[config.mk]
export PLATFORM = sky130hd
export DESIGN_NAME = piso_shift_tx
export DESIGN_NICKNAME = d
export VERILOG_FILES = /design/src/rtl/piso_pkg.sv /design/src/rtl/piso_shift_tx_bit_counter.sv /design/src/rtl/piso_shift_tx.sv
export SDC_FILE = /design/constraint.sdc
export NUM_CORES = 1
export LEC_CHECK = 0
export CAP_MARGIN = 40
export CELL_PAD_IN_SITES_DETAIL_PLACEMENT = 0
export CELL_PAD_IN_SITES_GLOBAL_PLACEMENT = 2
export CORE_MARGIN = 2
export CORE_UTILIZATION = 22
export CTS_CLUSTER_SIZE = 40
export DETAILED_ROUTE_END_ITERATION = 6
export PLACE_DENSITY_LB_ADDON = 0.1
export SETUP_SLACK_MARGIN = 0.02
export SKIP_CTS_REPAIR_TIMING = 1
export SLEW_MARGIN = 40
export SYNTH_ARGS = -nofsm -noshare
export SYNTH_HDL_FRONTEND = slang
export SYNTH_SLANG_ARGS = --single-unit
[constraint.sdc]
create_clock -name clk -period 1.5 [get_ports clk]
set_clock_uncertainty 0.05 [all_clocks]
set_input_delay 0.15 -clock clk [delete_from_list [all_inputs] [get_ports clk]]
set_output_delay 0.15 -clock clk [all_outputs]
set_load 0.01 [all_outputs]
[src/rtl/piso_pkg.sv]
// Shared types and defaults for the parallel-in/serial-out transmitter family.
package piso_pkg;

    typedef enum logic {IDLE, SHIFT} piso_state_t;

    localparam int PISO_WIDTH_DEF = 4;

endpackage

[src/rtl/piso_shift_tx_bit_counter.sv]
// Synchronous up-counter with clear, enable and terminal-count flag.
// Saturates at WIDTH-1; clear takes priority over enable.
module bit_counter
    import piso_pkg::*;
#(
    parameter int WIDTH = PISO_WIDTH_DEF,
    parameter int CNT_W = $clog2(WIDTH)
) (
    input  logic             clk,
    input  logic             rest,
    input  logic             clear,
    input  logic             en,
    output logic [CNT_W-1:0] count,
    output logic             terminal
);

    assign terminal = (count == CNT_W'(WIDTH - 1));

    always_ff @(posedge clk) begin
        if (rest) begin
            count <= '0;
        end else if (clear) begin
            count <= '0;
        end else if (en && !terminal) begin
            count <= count + 1'b1;
        end
    end

endmodule

[src/rtl/piso_shift_tx.sv]
// Parallel-in, serial-out transmitter: valid/ready word load, valid/ready bit stream
// with a last-bit flag. All outputs decode from registered state only.
module piso_shift_tx
    import piso_pkg::*;
#(
    parameter int WIDTH     = PISO_WIDTH_DEF,
    parameter int MSB_FIRST = 1
) (
    input  logic             clk,
    input  logic             rest,
    input  logic [WIDTH-1:0] D,
    input  logic             load_valid,
    output logic             load_ready,
    output logic             sout,
    output logic             sout_valid,
    input  logic             sout_ready,
    output logic             sout_last,
    output logic             busy
);

    localparam int CNT_W = $clog2(WIDTH);

    piso_state_t      state, state_next;
    logic [WIDTH-1:0] shreg;
    logic [WIDTH-1:0] shreg_shifted;
    logic [CNT_W-1:0] count;
    logic             terminal;
    logic             out_bit;
    logic             load_fire;
    logic             accept;
    logic             cnt_clear;

    assign out_bit       = (MSB_FIRST != 0) ? shreg[WIDTH-1] : shreg[0];
    assign shreg_shifted = (MSB_FIRST != 0) ? {shreg[WIDTH-2:0], 1'b0}
                                            : {1'b0, shreg[WIDTH-1:1]};

    bit_counter #(
        .WIDTH (WIDTH),
        .CNT_W (CNT_W)
    ) u_bit_counter (
        .clk      (clk),
        .rest     (rest),
        .clear    (cnt_clear),
        .en       (accept),
        .count    (count),
        .terminal (terminal)
    );

    always_ff @(posedge clk) begin
        if (rest) begin
            state <= IDLE;
        end else begin
            state <= state_next;
        end
    end

    always_ff @(posedge clk) begin
        if (rest) begin
            shreg <= '0;
        end else if (load_fire) begin
            shreg <= D;
        end else if (accept) begin
            shreg <= shreg_shifted;
        end
    end

    always_comb begin
        state_next = state;
        load_fire  = 1'b0;
        accept     = 1'b0;
        cnt_clear  = 1'b0;
        load_ready = 1'b0;
        busy       = 1'b0;
        sout_valid = 1'b0;
        sout       = 1'b0;
        sout_last  = 1'b0;
        case (state)
            IDLE: begin
                load_ready = 1'b1;
                if (load_valid) begin
                    load_fire  = 1'b1;
                    cnt_clear  = 1'b1;
                    state_next = SHIFT;
                end
            end
            SHIFT: begin
                busy       = 1'b1;
                sout_valid = 1'b1;
                sout       = out_bit;
                sout_last  = terminal;
                accept     = sout_ready;
                // Final beat returns to IDLE, forcing at least one idle cycle between words.
                if (sout_ready && terminal) begin
                    state_next = IDLE;
                    cnt_clear  = 1'b1;
                end
            end
            default: state_next = IDLE;
        endcase
    end

endmodule

# Yosys cells after proc, flatten, opt, wreduce, memory -nomap -nowiden
# Index checks and enable logic that the tools add are counted.
# classes
reduce_logical	5
bitwise	1
add_sub_neg	1
mux	13
n_eq_ne	1
# ops
op	count
1-bit 2-to-1 mux	9
4-bit 2-to-1 mux	2
1-bit case mux with 2 select lines	2
2-bit by 1-bit adder with 2-bit output, second input constant	1
2-bit equality test, second input constant	1
1-bit logical AND	2
2-bit nonzero test	1
2-bit OR reduction	1
1-bit zero test	1
1-bit inverter	1
# totals
inputBits	8
output_inout_bits	5
regBits	7

# Depth between registers and ports, before layout
# Gate-level depths: netlist of the first run.
# depth
word_depth	5
depth_mapped	4
mapped_depth_nobuf	4

# Modules after synthesis
# From an unflattened synthesis of the first run, not the netlist that was laid out.
# hier_totals
cells_unflattened	36
area_unflattened_um2	354.1
# modules_own_cells
mod	area_per_inst_um2	instances	cells_each
piso_shift_tx	249.0	1	28
bit_counter	105.1	1	8

# Worst setup path before layout of the first run
# Ideal clock, no wire load.
# synth_path
path_type	register -> register
start	reg state
end	reg shreg[1]
stages_incl_launch_ff	5
setup_slack_ps	347
setup_ps	128
path_buffers	1
arrival_ps	975
cell_sequence	dfxtp_1 -> nand2b_1 -> buf_6 -> mux2i_1 -> a211oi_1
# synth_between
elab_chain_len	2
word_cells_on_any_way	4
# synth_lines
element	line_no	rtl
start, declared	piso_shift_tx.sv:23	piso_state_t state, state_next;
start signal, assigned	piso_shift_tx.sv:53	state <= state_next;
1-bit 2-to-1 mux	piso_shift_tx.sv:77	case (state)
4-bit 2-to-1 mux / 2-bit nonzero test (equally long branches)	-	
end signal, assigned	piso_shift_tx.sv:63	shreg <= shreg_shifted;
end, declared	piso_shift_tx.sv:24	logic [WIDTH-1:0] shreg;
# Several ways; a longest one is shown, not always the timed one.
# A chain may end at the register's enable or synchronous reset.

# Worst setup path after layout of the first run
# layout_path
start	reg state
end	out load_ready
# layout_between
elab_chain_len	1
# layout_lines
element	line_no	rtl
1-bit 2-to-1 mux	piso_shift_tx.sv:77	
end, declared	piso_shift_tx.sv:13	output logic load_ready,
# Every way passes these cells.

==> metrics, run 1 <==
Finish-stage setup viols 0; share of cells above drive strength 1 14.58%; largest cells by area after synthesis dfxtp_1 (42%), mux2i_1 (15%), a211oi_1 (6.8%); diode count 0; initial antenna violation count 0; slowest stage delay, CP 0.52 ns; # clock sinks 7; CP top delay family buffers and inverters; Pwr Total 450.3 uW; Die H 42.90 um; final net count 58; register-to-register setup slack 0.31 ns; Mapped Cells 34; worst reg-to-reg path cell count 3; H-tree levels 1; Clock Pin Slew Worst Setup and Hold Paths 0.06 ns; status completed; TritonCTS clock tree built; Cell variety after synth 16; largest net degree at the start of global routing 11; crit path launch state; Die W 42.90 um; Peak VDD IR 0.3988 mV; worst hold-check path type reg2reg; Max Transition Viols Final 0; headroom to the max-slew limit 78.62%; crit path cell chain inv_1 -> clkdlybuf4s50_1; Peak Freq 721.4 MHz; CTS max path bufs 2; Ys Warns 0; fin cells 64; row count 14; pre-CTS setup slack 0.1106 ns; crit path time final 1.386 ns; unrepaired setup endpoints after global routing no; Setup CP Type reg2out; global-route wire length before repair 1.104 mm; Final Cycle Share 92.41%; crit path capture load_ready; post-route cell area 491.7 sq um; syn avg cell area 9.789 sq um; die area 1840 sq um; Routed Antenna Nets 0; Initial Util 22.89%; clock latency at the later pin of the worst-skew pair 0.25 ns; total gr overflow 0; placed cell count 60; Final Hold Viols 0; post-synthesis sequential area ratio 42.11%; Synth Register Bits 7; Leakage 0.2448 nW; nature of the critical path startpoint flop; Placer Congestion 0.6122; Detailed Route WL 684 um; RR Startpoint state; DR iter-0 viols 3; Buf/Inv on CP 2; slack of the critical path 0.1138 ns; WP depth 2; number of vias per cell 4.469; Worst-Margin Slew 0.3208 ns; Num CTS Buffers 3; port buffer count 12; drt drc 0; Power Density 915.8 nW/um^2; total track usage 8.406%; terminus of the critical flop-to-flop path shreg[2]; WHS 0.4557 ns; area delta synth->final 47.74%; vias in the first global route 266; syn_nets 43; Setup TNS 0 ns; Routed WL per cell 10.69 um; I/O pin cnt 13; Required @ worst endpoint 1.30 ns; Crit. End Element primary output; share of the synthesized area in the top cell type 42.11%; Crit Path Max Fanout 10; Mapped Area 332.8 sq um; Crit path arrival time 1.19 ns; detailed-route via count 286; MaxCap Viol Count 0; Core Util, Final 33.82%; root buffer selected by CTS clkbuf_4; router iterations before antenna repair 3; post-synthesis cell type with the largest combined area dfxtp_1; Slowest cell on crit path clkdlybuf4s50_1; Cell Area, Placed 454.2 sq um; core area 1454 sq um
worst min-delay path by stage:
stage                                      start                      to  slack (ns)  cells past startpoint
after global routing                    shreg[0]                shreg[1]        0.49                      2
after global placement    u_bit_counter.count[1]  u_bit_counter.count[1]        0.43                      2
after detailed placement                shreg[2]                shreg[3]        0.44                      2
final                                   shreg[0]                shreg[1]        0.46                      2
after CTS                               shreg[0]                shreg[1]        0.46                      2
after floorplan                             rest                shreg[1]        0.17                      1
power by group:
group          total [mW]  switching, mW  internal, mW
logic              0.0732         0.0287        0.0445
registers           0.207        0.00927         0.198
clock network       0.170         0.0686         0.101
total               0.450          0.107         0.344
tightest hold or removal path: cells and delay by family, from the launching register on:
family	cells	cell delay [ns]
DFF	1	0.31
and+or+nand+nor	1	0.10
AOI/OAI and AO/OA	1	0.05
routing by layer:
layer	wire, um	global-route usage (%)
met1	326	10.59
met2	304	10.91
met3	42	2.979
met4	11	7.500
met5	0	0
kinds of logic (layout without fill, tap and decap cells):
logic type                 Yosys count  in the layout  share of synthesized area (%)
AOI/OAI and AO/OA                    5              5                          10.90
xor gates and xnor gates             1              1                          2.632
adders and majority gates            1              1                          3.759
buffers and inverters                3             17                          6.766
DFF                                  7              7                          42.10
muxes                                5              5                          15.04
and+or+nand+nor                     12             12                          18.80
Yosys cell counts (all sizes together):
master,instances
mux2i,5
and2,2
nor3b,1
nand2,2
nor2,5
o21a,1
nand3b,1
buf,2
nand2b,1
a31oi,1
dfxtp,7
inv,1
a211oi,3
ha,1
xor2,1
area by class of cell:
type                    instances  area [sq um]
inverters                       1         3.754
clock buffers                   4         26.28
fillers                       160         962.2
flip-flops and latches          7         143.9
well taps                      16         20.02
multi-input cells              24         172.7
repair buffers                 12         125.1
layout by cell type (no fill, tap or decap), drive strengths merged:
cell           netlist  layout
a211oi               3       3
a31oi                1       1
and2                 2       2
clkbuf               0       4
clkdlybuf4s50        0      10
dfxtp                7       7
dlymetal6s2s         0       2
ha                   1       1
inv                  1       1
mux2i                5       5
nand2                2       2
nand2b               1       1
nand3b               1       1
nor2                 5       5
nor3b                1       1
o21a                 1       1
xor2                 1       1
flip-flops by register name, summed over array words and instances (netlist names):
signal / cells
state: 1
shreg: 4
u_bit_counter.count: 2
Note: power is estimated with default switching activity, not from simulation.
==> inputs of run 2 (changes only) <==
Settings changed: CORE_UTILIZATION 22 to 24.
Clock period 1.5 ns to 1.6 ns, I/O delays scaled along.
==> run 2 against run 1 <==
Final area decreased by 0.51%. Routed wire length decreased by 13%. Utilization increased by 3.8 points. Highest routed layer is now met3.
==> metrics, run 2 (synthesis results as in run 1) <==
status completed (unchanged); nature of the critical path startpoint flop (unchanged); Buf/Inv on CP 1 (was 2); Slowest cell on crit path clkdlybuf4s50_1 (unchanged); combinational power share 16.1% (was 16.3%); Die H 41.24 um (was 42.90 um); CP top delay family buffers and inverters (unchanged); P_int 322.8 uW (was 343.8 uW); TritonCTS clock tree built (unchanged); headroom to the max-slew limit 79.51% (was 78.62%); fin cells 63 (was 64); total gr overflow 0 (unchanged); Clock power frac 38.0% (was 37.8%); WP depth 2 (unchanged); Final Hold Viols 0 (unchanged); core area 1301 sq um (was 1454 sq um); Initial Util 25.58% (was 22.89%); Required @ worst endpoint 1.39 ns (was 1.30 ns); die area 1701 sq um (was 1840 sq um); vias in the first global route 273 (was 266); area delta synth->final 46.99% (was 47.74%); I/O pin cnt 13 (unchanged); # clock sinks 7 (unchanged); crit path launch state (unchanged); Max Transition Viols Final 0 (unchanged); H-tree levels 1 (unchanged); slowest stage delay, CP 0.52 ns (about the same); largest net degree at the start of global routing 11 (unchanged); crit path cell chain and2_2 -> clkdlybuf4s50_1 (was inv_1 -> clkdlybuf4s50_1); Pwr Total 422.4 uW (was 450.3 uW); Crit Path Max Fanout 10 (unchanged); Finish-stage setup viols 0 (unchanged); final net count 58 (unchanged); placed cell count 59 (was 60); crit path capture sout (was load_ready); Worst-Margin Slew 0.3074 ns (was 0.3208 ns); unrepaired setup endpoints after global routing no (unchanged); register-to-register setup slack 0.40 ns (was 0.31 ns); CTS max path bufs 2 (unchanged); Num CTS Buffers 3 (unchanged); port buffer count 12 (unchanged); Regs by FF count shreg (4), u_bit_counter.count (2), state (1) (unchanged); max reg flops 4 (unchanged); share of cells above drive strength 1 16.67% (was 14.58%); crit path time final 1.500 ns; Reg with most FFs shreg (unchanged); WHS 0.4456 ns (was 0.4557 ns); commonest non-fill, non-tap cell in the layout clkdlybuf4s50_1 (unchanged); detailed-route via count 282 (was 286); terminus of the critical flop-to-flop path shreg[1] (was shreg[2]); Routed WL per cell 9.492 um (was 10.69 um); NetSw 99.54 uW (was 106.6 uW); Setup CP Type reg2out (unchanged); total track usage 9.821% (was 8.406%); Sequential Power Share 45.9% (was 46.0%); Peak VDD IR 0.4211 mV (was 0.3988 mV); Final Cycle Share 93.76%; Leakage 0.2276 nW (was 0.2448 nW); most frequent cells in the layout clkdlybuf4s50_1 (11), mux2i_1 (5), nor2_1 (5), dfxtp_1 (5) (was clkdlybuf4s50_1 (10), dfxtp_1 (6), mux2i_1 (5), nor2_1 (5)); drt drc 0 (unchanged); Crit path arrival time 1.29 ns (was 1.19 ns); initial antenna violation count 0 (unchanged); Fillers 149 (was 160); Die W 41.24 um (was 42.90 um); clock latency at the later pin of the worst-skew pair 0.25 ns (about the same); pre-CTS setup slack 0.1905 ns (was 0.1106 ns); MaxCap Viol Count 0 (unchanged); Power Density 863.4 nW/um^2 (was 915.8 nW/um^2); Routed Antenna Nets 0 (unchanged); sw frac 23.57% (was 23.67%); global-route wire length before repair 1.028 mm (was 1.104 mm); worst reg-to-reg path cell count 3 (unchanged); router iterations before antenna repair 3 (unchanged); root buffer selected by CTS clkbuf_4 (unchanged); RR Startpoint state (unchanged); Crit. End Element primary output (unchanged); number of vias per cell 4.476 (was 4.469); Placer Congestion 0.6497 (was 0.6122); worst hold-check path type reg2reg (unchanged); Setup TNS 0 ns (unchanged); Detailed Route WL 598 um (was 684 um); Peak Freq 666.6 MHz; DR iter-0 viols 1 (was 3); slack of the critical path 0.09979 ns (was 0.1138 ns); row count 13 (was 14); diode count 0 (unchanged); Clock Pin Slew Worst Setup and Hold Paths 0.05 ns (was 0.06 ns)
run 2: worst reg2reg max path, stage by stage (launching register included):
cell and delay [ns]:
dfxtp_4 0.37, nand2b_1 0.28, mux2i_1 0.18, a211oi_1 0.24
run 2: metrics by stage:
stage                     util [%]  instance area, sq um
after floorplan                  -                 332.8
after global placement       34.81                 452.9
after detailed placement     34.81                 452.9
after CTS                    36.83                 479.2
after global routing         37.60                 489.2
final                        37.60                 489.2
run 2: worst min-delay path by stage:
| stage | to | start | cells after the start |
|---|---|---|---|
| after floorplan | shreg[1] | rest | 1 |
| after global placement | shreg[1] | shreg[0] | 2 |
| after detailed placement | shreg[3] | shreg[2] | 2 |
| after CTS | shreg[3] | shreg[2] | 2 |
| after global routing | shreg[3] | shreg[2] | 2 |
| final | shreg[3] | shreg[2] | 2 |
run 2: layout make-up:
type                       count  area [sq um]  share of cell area, %
tap                           15         18.77                  3.836
sequential                     7         145.1                  29.67
timing repair buffer          12         122.6                  25.06
clock buffer                   4         26.28                  5.371
multi-input combinational     24         172.7                  35.29
inverter                       1         3.754                 0.7673
run 2: power by group through the flow:
stage	Sequential, mW	Combinational [mW]	Clock (mW)
4_1_cts	0.194	0.0688	0.170
6_report	0.194	0.0678	0.161
3_3_place_gp	0.197	0.0674	0
3_5_place_dp	0.198	0.0682	0
5_1_grt	0.196	0.0754	0.177
2_1_floorplan	0.197	0.0380	0
run 2: metal layers:
layer	vias up	global-route usage (%)	routed length, um
li1	148	-	-
met1	125	11.36	281
met2	9	14.84	273
met3	0	4.891	43
met4	0	4.839	0
met5	-	0	0
